--- src/rtl/commit_rat.sv ---
// Commit-stage rename alias table with a release queue that feeds displaced PRFs back to the free list.
// Optional debug read port of the committed map: define COMMIT_RAT_QUERY_EN.

`ifndef RENAME_WIDTH
`define RENAME_WIDTH 2
`endif
`ifndef ARF_INT_SIZE
`define ARF_INT_SIZE 32
`endif
`ifndef ARF_INT_INDEX_SIZE
`define ARF_INT_INDEX_SIZE 5
`endif
`ifndef PRF_INT_INDEX_SIZE
`define PRF_INT_INDEX_SIZE 6
`endif

module commit_rat (
    input  logic                                                  clock,
    input  logic                                                  reset,
    input  logic [`RENAME_WIDTH-1:0]                              commit_valid,
    input  logic [`RENAME_WIDTH-1:0][`ARF_INT_INDEX_SIZE-1:0]     commit_rd,
    input  logic [`RENAME_WIDTH-1:0][`PRF_INT_INDEX_SIZE-1:0]     commit_prd,
    input  logic [`RENAME_WIDTH-1:0][`PRF_INT_INDEX_SIZE-1:0]     commit_prev_rd,
    input  logic [`RENAME_WIDTH-1:0]                              commit_prev_rd_valid,
    output logic                                                  commit_ready,
    input  logic                                                  release_stall,
    output logic [`RENAME_WIDTH-1:0]                              replace_req,
    output logic [`RENAME_WIDTH-1:0][`PRF_INT_INDEX_SIZE-1:0]     replace_prf,
    output logic [`ARF_INT_SIZE-1:0][`PRF_INT_INDEX_SIZE-1:0]     arch_map
`ifdef COMMIT_RAT_QUERY_EN
    ,
    input  logic [`ARF_INT_INDEX_SIZE-1:0]                        query_rd,
    output logic [`PRF_INT_INDEX_SIZE-1:0]                        query_prd
`endif
);

    localparam int unsigned RW     = `RENAME_WIDTH;
    localparam int unsigned QDEPTH = 2 * RW;
    localparam int unsigned PRF_W  = `PRF_INT_INDEX_SIZE;
    localparam int unsigned PTR_W  = (QDEPTH > 1) ? $clog2(QDEPTH) : 1;
    localparam int unsigned CNT_W  = $clog2(QDEPTH + 1);

    logic [QDEPTH-1:0][PRF_W-1:0]                             queue_q;
    logic [PTR_W-1:0]                                         head_q;
    logic [PTR_W-1:0]                                         tail_q;
    logic [CNT_W-1:0]                                         occ_q;

    logic [`ARF_INT_SIZE-1:0][PRF_W-1:0]                      map_next;
    logic [QDEPTH-1:0]                                        q_wr_en;
    logic [QDEPTH-1:0][PRF_W-1:0]                             q_wr_data;
    logic [PTR_W-1:0]                                         wr_ptr;
    logic [CNT_W-1:0]                                         push_cnt;
    logic [CNT_W-1:0]                                         pop_cnt;
    logic [RW-1:0]                                            rep_req_next;
    logic [RW-1:0][PRF_W-1:0]                                 rep_prf_next;

    // Pointer advance modulo QDEPTH (depth need not be a power of two).
    function automatic logic [PTR_W-1:0] ptr_add(input logic [PTR_W-1:0] p, input int unsigned k);
        int unsigned s;
        s = (32'(p) + k) % QDEPTH;
        return PTR_W'(s);
    endfunction

    // Room for a whole group, from registered occupancy only.
    assign commit_ready = (QDEPTH - 32'(occ_q)) >= RW;

    // Map update (younger lane wins) and compacted push of displaced PRFs.
    always_comb begin
        map_next  = arch_map;
        q_wr_en   = '0;
        q_wr_data = '0;
        push_cnt  = '0;
        wr_ptr    = tail_q;
        for (int unsigned i = 0; i < RW; i++) begin
            if (commit_valid[i] && commit_ready) begin
                if (commit_rd[i] != '0) begin
                    map_next[commit_rd[i]] = commit_prd[i];
                end
                if (commit_prev_rd_valid[i]) begin
                    q_wr_en[wr_ptr]   = 1'b1;
                    q_wr_data[wr_ptr] = commit_prev_rd[i];
                    wr_ptr            = ptr_add(wr_ptr, 1);
                    push_cnt          = push_cnt + CNT_W'(1);
                end
            end
        end
    end

    // Pop from pre-push contents; pushes only land in free slots, so no overlap.
    always_comb begin
        pop_cnt      = '0;
        rep_req_next = '0;
        rep_prf_next = '0;
        if (!release_stall) begin
            pop_cnt = (32'(occ_q) < RW) ? occ_q : CNT_W'(RW);
        end
        for (int unsigned i = 0; i < RW; i++) begin
            if (i < 32'(pop_cnt)) begin
                rep_req_next[i] = 1'b1;
                rep_prf_next[i] = queue_q[ptr_add(head_q, i)];
            end
        end
    end

    always_ff @(posedge clock or posedge reset) begin
        if (reset) begin
            arch_map    <= '0;
            queue_q     <= '0;
            head_q      <= '0;
            tail_q      <= '0;
            occ_q       <= '0;
            replace_req <= '0;
            replace_prf <= '0;
        end else begin
            arch_map    <= map_next;
            head_q      <= ptr_add(head_q, 32'(pop_cnt));
            tail_q      <= wr_ptr;
            occ_q       <= occ_q + push_cnt - pop_cnt;
            replace_req <= rep_req_next;
            replace_prf <= rep_prf_next;
            for (int unsigned j = 0; j < QDEPTH; j++) begin
                if (q_wr_en[j]) begin
                    queue_q[j] <= q_wr_data[j];
                end
            end
        end
    end

`ifdef COMMIT_RAT_QUERY_EN
    assign query_prd = arch_map[query_rd];
`endif

endmodule

--- config.mk ---
export PLATFORM = sky130hd
export DESIGN_NAME = commit_rat
export DESIGN_NICKNAME = d
export VERILOG_FILES = /design/src/rtl/commit_rat.sv
export SDC_FILE = /design/constraint.sdc
export NUM_CORES = 1
export LEC_CHECK = 0
export BUFFER_PORTS_ARGS = -buffer_cell sky130_fd_sc_hd__buf_2
export CORE_AREA = 5 5 178 180
export DETAILED_ROUTE_END_ITERATION = 10
export DIE_AREA = 0 0 183 185
export PLACE_DENSITY = 0.66
export RECOVER_POWER = 50
export SYNTH_ARGS = -nofsm -noshare
export SYNTH_HDL_FRONTEND = slang
export SYNTH_SLANG_ARGS = --single-unit
--- constraint.sdc ---
create_clock -name clock -period 10.57 [get_ports clock]
set_clock_uncertainty 0.1 [all_clocks]
set_input_delay 2.6425 -clock clock [delete_from_list [all_inputs] [get_ports clock]]
set_output_delay 2.6425 -clock clock [all_outputs]
set_load 0.01 [all_outputs]
---- After elaboration in Yosys (flattened, before gate mapping) ----
Cells that the tools add are included.
word-level totals
  input port bits ......................... 41
  output and inout bits ................... 207
  flip-flop bits (word level) ............. 237
operators by class
  bitwise logic cells ..................... 2
  reduce and logical (&&, ||, !) cells .... 8
  $add $sub $neg .......................... 8
  multiplexer cells ....................... 45
  order comparisons ....................... 14
operators with widths
  cell                 count
  $mux 192             4
  $bwmux 192           2
  $mux 24              4
  $demux 6 s5          2
  $mux 6               8
  $ge 32x2->1 const B  1
  $and 24x24->24       1
  $bmux 6 s2           2
  $bwmux 24            1
  $demux 6 s2          2
  $mux 4               4
  $lt 2x3->1 const B   4
  $lt 5x6->1 const B   2
  $mux 3               4
  $ge 5x1->1 const B   2
  $reduce_bool 5->1    2
  $mux 2               4
  $add 2x1->2 const B  3
  $logic_and 1x1->1    6
  $lt 1x3->1 const A   2
  $mux 1               6
  $demux 1 s2          2
  $ge 2x1->1 const B   2
  $or 4x4->4           1
  other kinds (6)      6

---- Longest topological paths before layout ----
  depth in word-level cells ............... 11
  gate-level depth with buffers ........... 19
  gate-level depth less buffers ........... 16

---- Worst setup path before layout ----
Ideal clock, no wire load.
  path type ............................... input to register
  start point ............................. in commit_valid[0]
  end point ............................... reg occ_q[2]
  library setup time ...................... 125 ps
  required time ........................... 10345 ps
  buffers on the path ..................... 1
  stages on the path ...................... 14
  arrival ................................. 4654 ps
  path slack .............................. 5691 ps
  cells stage by stage .................... buf_2 > nand2_1 > nor2_1 > ha_1 > nand2_1 > o21ai_0 > nand2_1 > ha_1 > inv_1 > ha_1 > inv_1 > fa_1 > xor2_1 > xnor2_1
between the ends
  cells in the longest elaborated chain, start to end .. 7
RTL lines
  element                 line  text
  start: declaration      20    input logic [`RENAME_WIDTH-1:0] commit_valid,
  $logic_and 1x1->1 *     75    if (commit_valid[i] && commit_ready) begin
  $mux 1 *                75
  $add 3x1->3             83    push_cnt = push_cnt + CNT_W'(1);
  $mux 3                  79    if (commit_prev_rd_valid[i]) begin
  $mux 3 *                75
  $add 3x3->3 *           118   occ_q <= occ_q + push_cnt - pop_cnt;
  $sub 3x3->3 *           118
  end signal: assignment  118
  end: declaration        46    logic [CNT_W-1:0] occ_q;
Mark *: on every way between the ends. The rest lies on a longest branch, timed or not.
A chain may end at the register's enable or synchronous reset.

==> qor.csv <==
stage;metric;value;unit
hold_path;hp-start;arch_map[1]$_DFF_PP0_;
yosys;async_flop_share;1.000;
setup_path;reg2reg_from;occ_q[0]$_DFF_PP0_;
global_route;antenna_found_initial;3;
yosys;syn_avg_cell_area;8.841;sq um
outcome;violations;capacitance limit, slew limit;
yosys;synth-simple-area-share;0.2405;
setup_path;cp-startpoint;reset;
cts;numCtsBuffers;28;
setup_path;max_stage_delay;2.21;ns
timing;hold_violations;0;
yosys;synth_xor_area_frac;0.005284;
final_layout;fillerInstances;2947;
yosys;synth-edff-count;0;
setup_path;reg2reg_to;arch_map[43]$_DFF_PP0_;
placement;dp_hpwl;31480;um
routing;ant_nets;0;
timing;finalWorstSetupSlack;4.886;ns
outcome;status;complete, but fails checks;
yosys;netlist_area;13260;sq um
placement;placed_area;14380;sq um
final_layout;regArea;5931;sq um
cts;cts.sinks;237;
floorplanning;io_pins;248;
setup_path;r2r_slack;6.28;ns
placement;dpl_worst_slack;5.423;ns
timing;fin_setup_tns;0;ns
floorplanning;die_h;185;um
power_and_ir_drop;p_per_area;297.1;nW/um^2
cts;cts_hold_buf;0;
yosys;synthCells;1500;
global_route;grt_first_pass_wirelength;74030;um
yosys;ys_warn_count;0;
hold_path;hold_path_end;arch_map[1]$_DFF_PP0_;
routing;firstDrtPassIters;6;
yosys;synth_cell_type_count;53;
timing;setup_viol;0;
global_route;grt_max_degree;110;
power_and_ir_drop;leakagePower;5.475;nW
setup_path;startpoint_type;input port;
yosys;ys_seq_area_frac;0.4472;
flow_run;max_cap_violations;3;
global_route;grt-ovfl-total;0;
timing;period_needed;5.684;ns
yosys;syn_nets;1557;
placement;dpl.cell_count;1993;
yosys;ys_seq_elements;237;
cts;post_cts_resized;0;
yosys;synth_compound_area_frac;0.1998;
yosys;synth_fa_ha_area_frac;0.01566;
timing;worst_pin_slew;3.950;ns
yosys;synthMuxAreaShare;0.02830;
setup_path;crit_fanout;85;
routing;vias;13017;
cts;post-cts-setup-buffers;0;
final_layout;stdcell_area;15010;sq um
timing;max_freq;0.1759;GHz
setup_path;cp_cell_sequence;clkbuf_1 > clkinvlp_2 > buf_4;
routing;drc;0;
placement;routabilityCongestion;0.8919;
setup_path;crit_type;in2async;
floorplanning;start_util;0.4416;
final_layout;area_delta_synth_final;13.22;%
setup_path;reg2reg_depth;8;
global_route;grt_pass1_vias;12391;
cts;htree_levels;1;
setup_path;endpoint_kind;async pin;
routing;drtIter0Drc;1745;
final_layout;post_route_cells_drive_above_1_share;0.08875;
routing;routed_wl;48810;um
cts;path_clk_slew;0.06;ns
floorplanning;dieArea;33860;sq um
hold_path;holdPathStages;0;
global_route;grt_usage;0.2749;
timing;grt_setup_unrepaired;no;
final_layout;nets;1684;
timing;slew_headroom;-1.648;
setup_path;cp_slowest_cell;clkinvlp_2;
timing;finalCritPeriodShare;0.5377;
final_layout;multi_input_comb_area;6518;sq um
cts;cts_tree;built;
yosys;synthFlopType;dfrtp_1;
cts;clockRootBuffer;clkbuf_16;
floorplanning;die-width;183;um
setup_path;critPathRequiredTime;10.98;ns
cts;cts.path.max_buffers;3;
hold_path;worstHoldPathType;reg2reg;
floorplanning;rows;64;
timing;slew_viol_final;186;
setup_path;critPathArrivalTime;6.10;ns
placement;io_buffers;247;
yosys;synth_top_family_by_area;simple AND/OR/NAND/NOR gates;
routing;viasPerCell;6.372;
routing;post_drt_wl_per_cell;23.89;um
cts;worstSkewPairLatency;0.54;ns
power_and_ir_drop;worst_ir_drop_vdd;0.1533;mV
floorplanning;placeableCoreArea;30030;sq um
final_layout;final_cells;2043;
layout by cell type, fill, tap and decap left out, types with 18 or more instances in the layout:
| cell | netlist | layout |
|---|---|---|
| a21oi_1 | 31 | 31 |
| a31oi_1 | 184 | 184 |
| buf_2 | 33 | 37 |
| clkbuf_1 | 114 | 218 |
| clkbuf_16 | 0 | 29 |
| dfrtp_1 | 237 | 237 |
| mux2i_1 | 24 | 24 |
| nand2_1 | 46 | 46 |
| nand3_1 | 74 | 74 |
| nor2_1 | 78 | 78 |
| nor3_1 | 163 | 163 |
| o21ai_0 | 193 | 193 |
| or2_2 | 18 | 18 |
| or3_1 | 129 | 129 |
state kept, by name (all words and copies together) (netlist names):
name / flops
queue_q: 24
arch_map: 192
tail_q: 2
replace_req: 2
head_q: 2
replace_prf: 12
occ_q: 3
critical path: cells and delay by family:
kind	cells	cell delay, ns
buf+inv	3	3.40
per-layer routing:
metal,track usage,share of wire,vias to the layer above
met4,0.09535,0.034,2
li1,-,-,5830
met3,0.06441,0.11,110
met1,0.3715,0.39,6298
met5,0,0.00027,-
met2,0.4370,0.46,777
synth_stat cells, drive strengths merged, types with 9 or more instances:
cell type	n	area (sq um)
nor2	78	292.8
buf	55	361.6
mux2i	24	240.2
a31oi	184	1151
clkbuf	114	427.9
o2111ai	13	221.5
nand3	74	370.4
o21ai	193	965.9
nor3	163	815.8
nand2	46	172.7
a21oi	31	155.2
nand4b	10	87.58
or3b	9	78.83
ha	15	187.7
or3	129	807.0
dfrtp	237	5931
and3b	9	78.83
or2	18	112.6
inv	13	48.79
worst max path at each step:
stage                               to  slack, ns  cells after the start
6_report       arch_map[141]$_DFF_PP0_       4.89                      3
5_1_grt        arch_map[133]$_DFF_PP0_       4.07                      3
4_1_cts                   commit_ready       5.40                      6
3_5_place_dp        occ_q[2]$_DFF_PP0_       5.42                     14
3_3_place_gp        occ_q[2]$_DFF_PP0_       5.47                     14
2_1_floorplan    arch_map[0]$_DFF_PP0_       1.32                      1
power by group:
group	switching, mW	internal, mW
Sequential	0.343	1.36
Clock	0.398	0.569
Combinational	1.22	0.575
Total	1.96	2.50
area by class of cell:
cell class / instances / area share
repair buffers: 266 / 0.07358
flip-flops and latches: 237 / 0.3950
clock inverters: 11 / 0.008333
multi-input cells: 1081 / 0.4341
diodes: 2 / 0.0003333
inverters: 13 / 0.003333
clock buffers: 37 / 0.05233
well taps: 396 / 0.03300
metrics by stage:
step | hold WS [ns] | power (mW) | util
2_1_floorplan | 0.3945 | 2.817 | -
3_3_place_gp | 0.2597 | 3.532 | 0.4788
3_5_place_dp | 0.2631 | 3.573 | 0.4788
4_1_cts | 0.2766 | 4.549 | 0.5092
5_1_grt | 0.2867 | 4.728 | 0.5000
6_report | 0.2747 | 4.460 | 0.5000
cell families after synthesis:
group | Yosys count
simple gates | 588
compound gates | 439
flops | 237
buf+inv | 182
mux | 30
fa+ha+maj | 16
xor+xnor | 8
No activity file was read; power rests on OpenSTA's default activity.
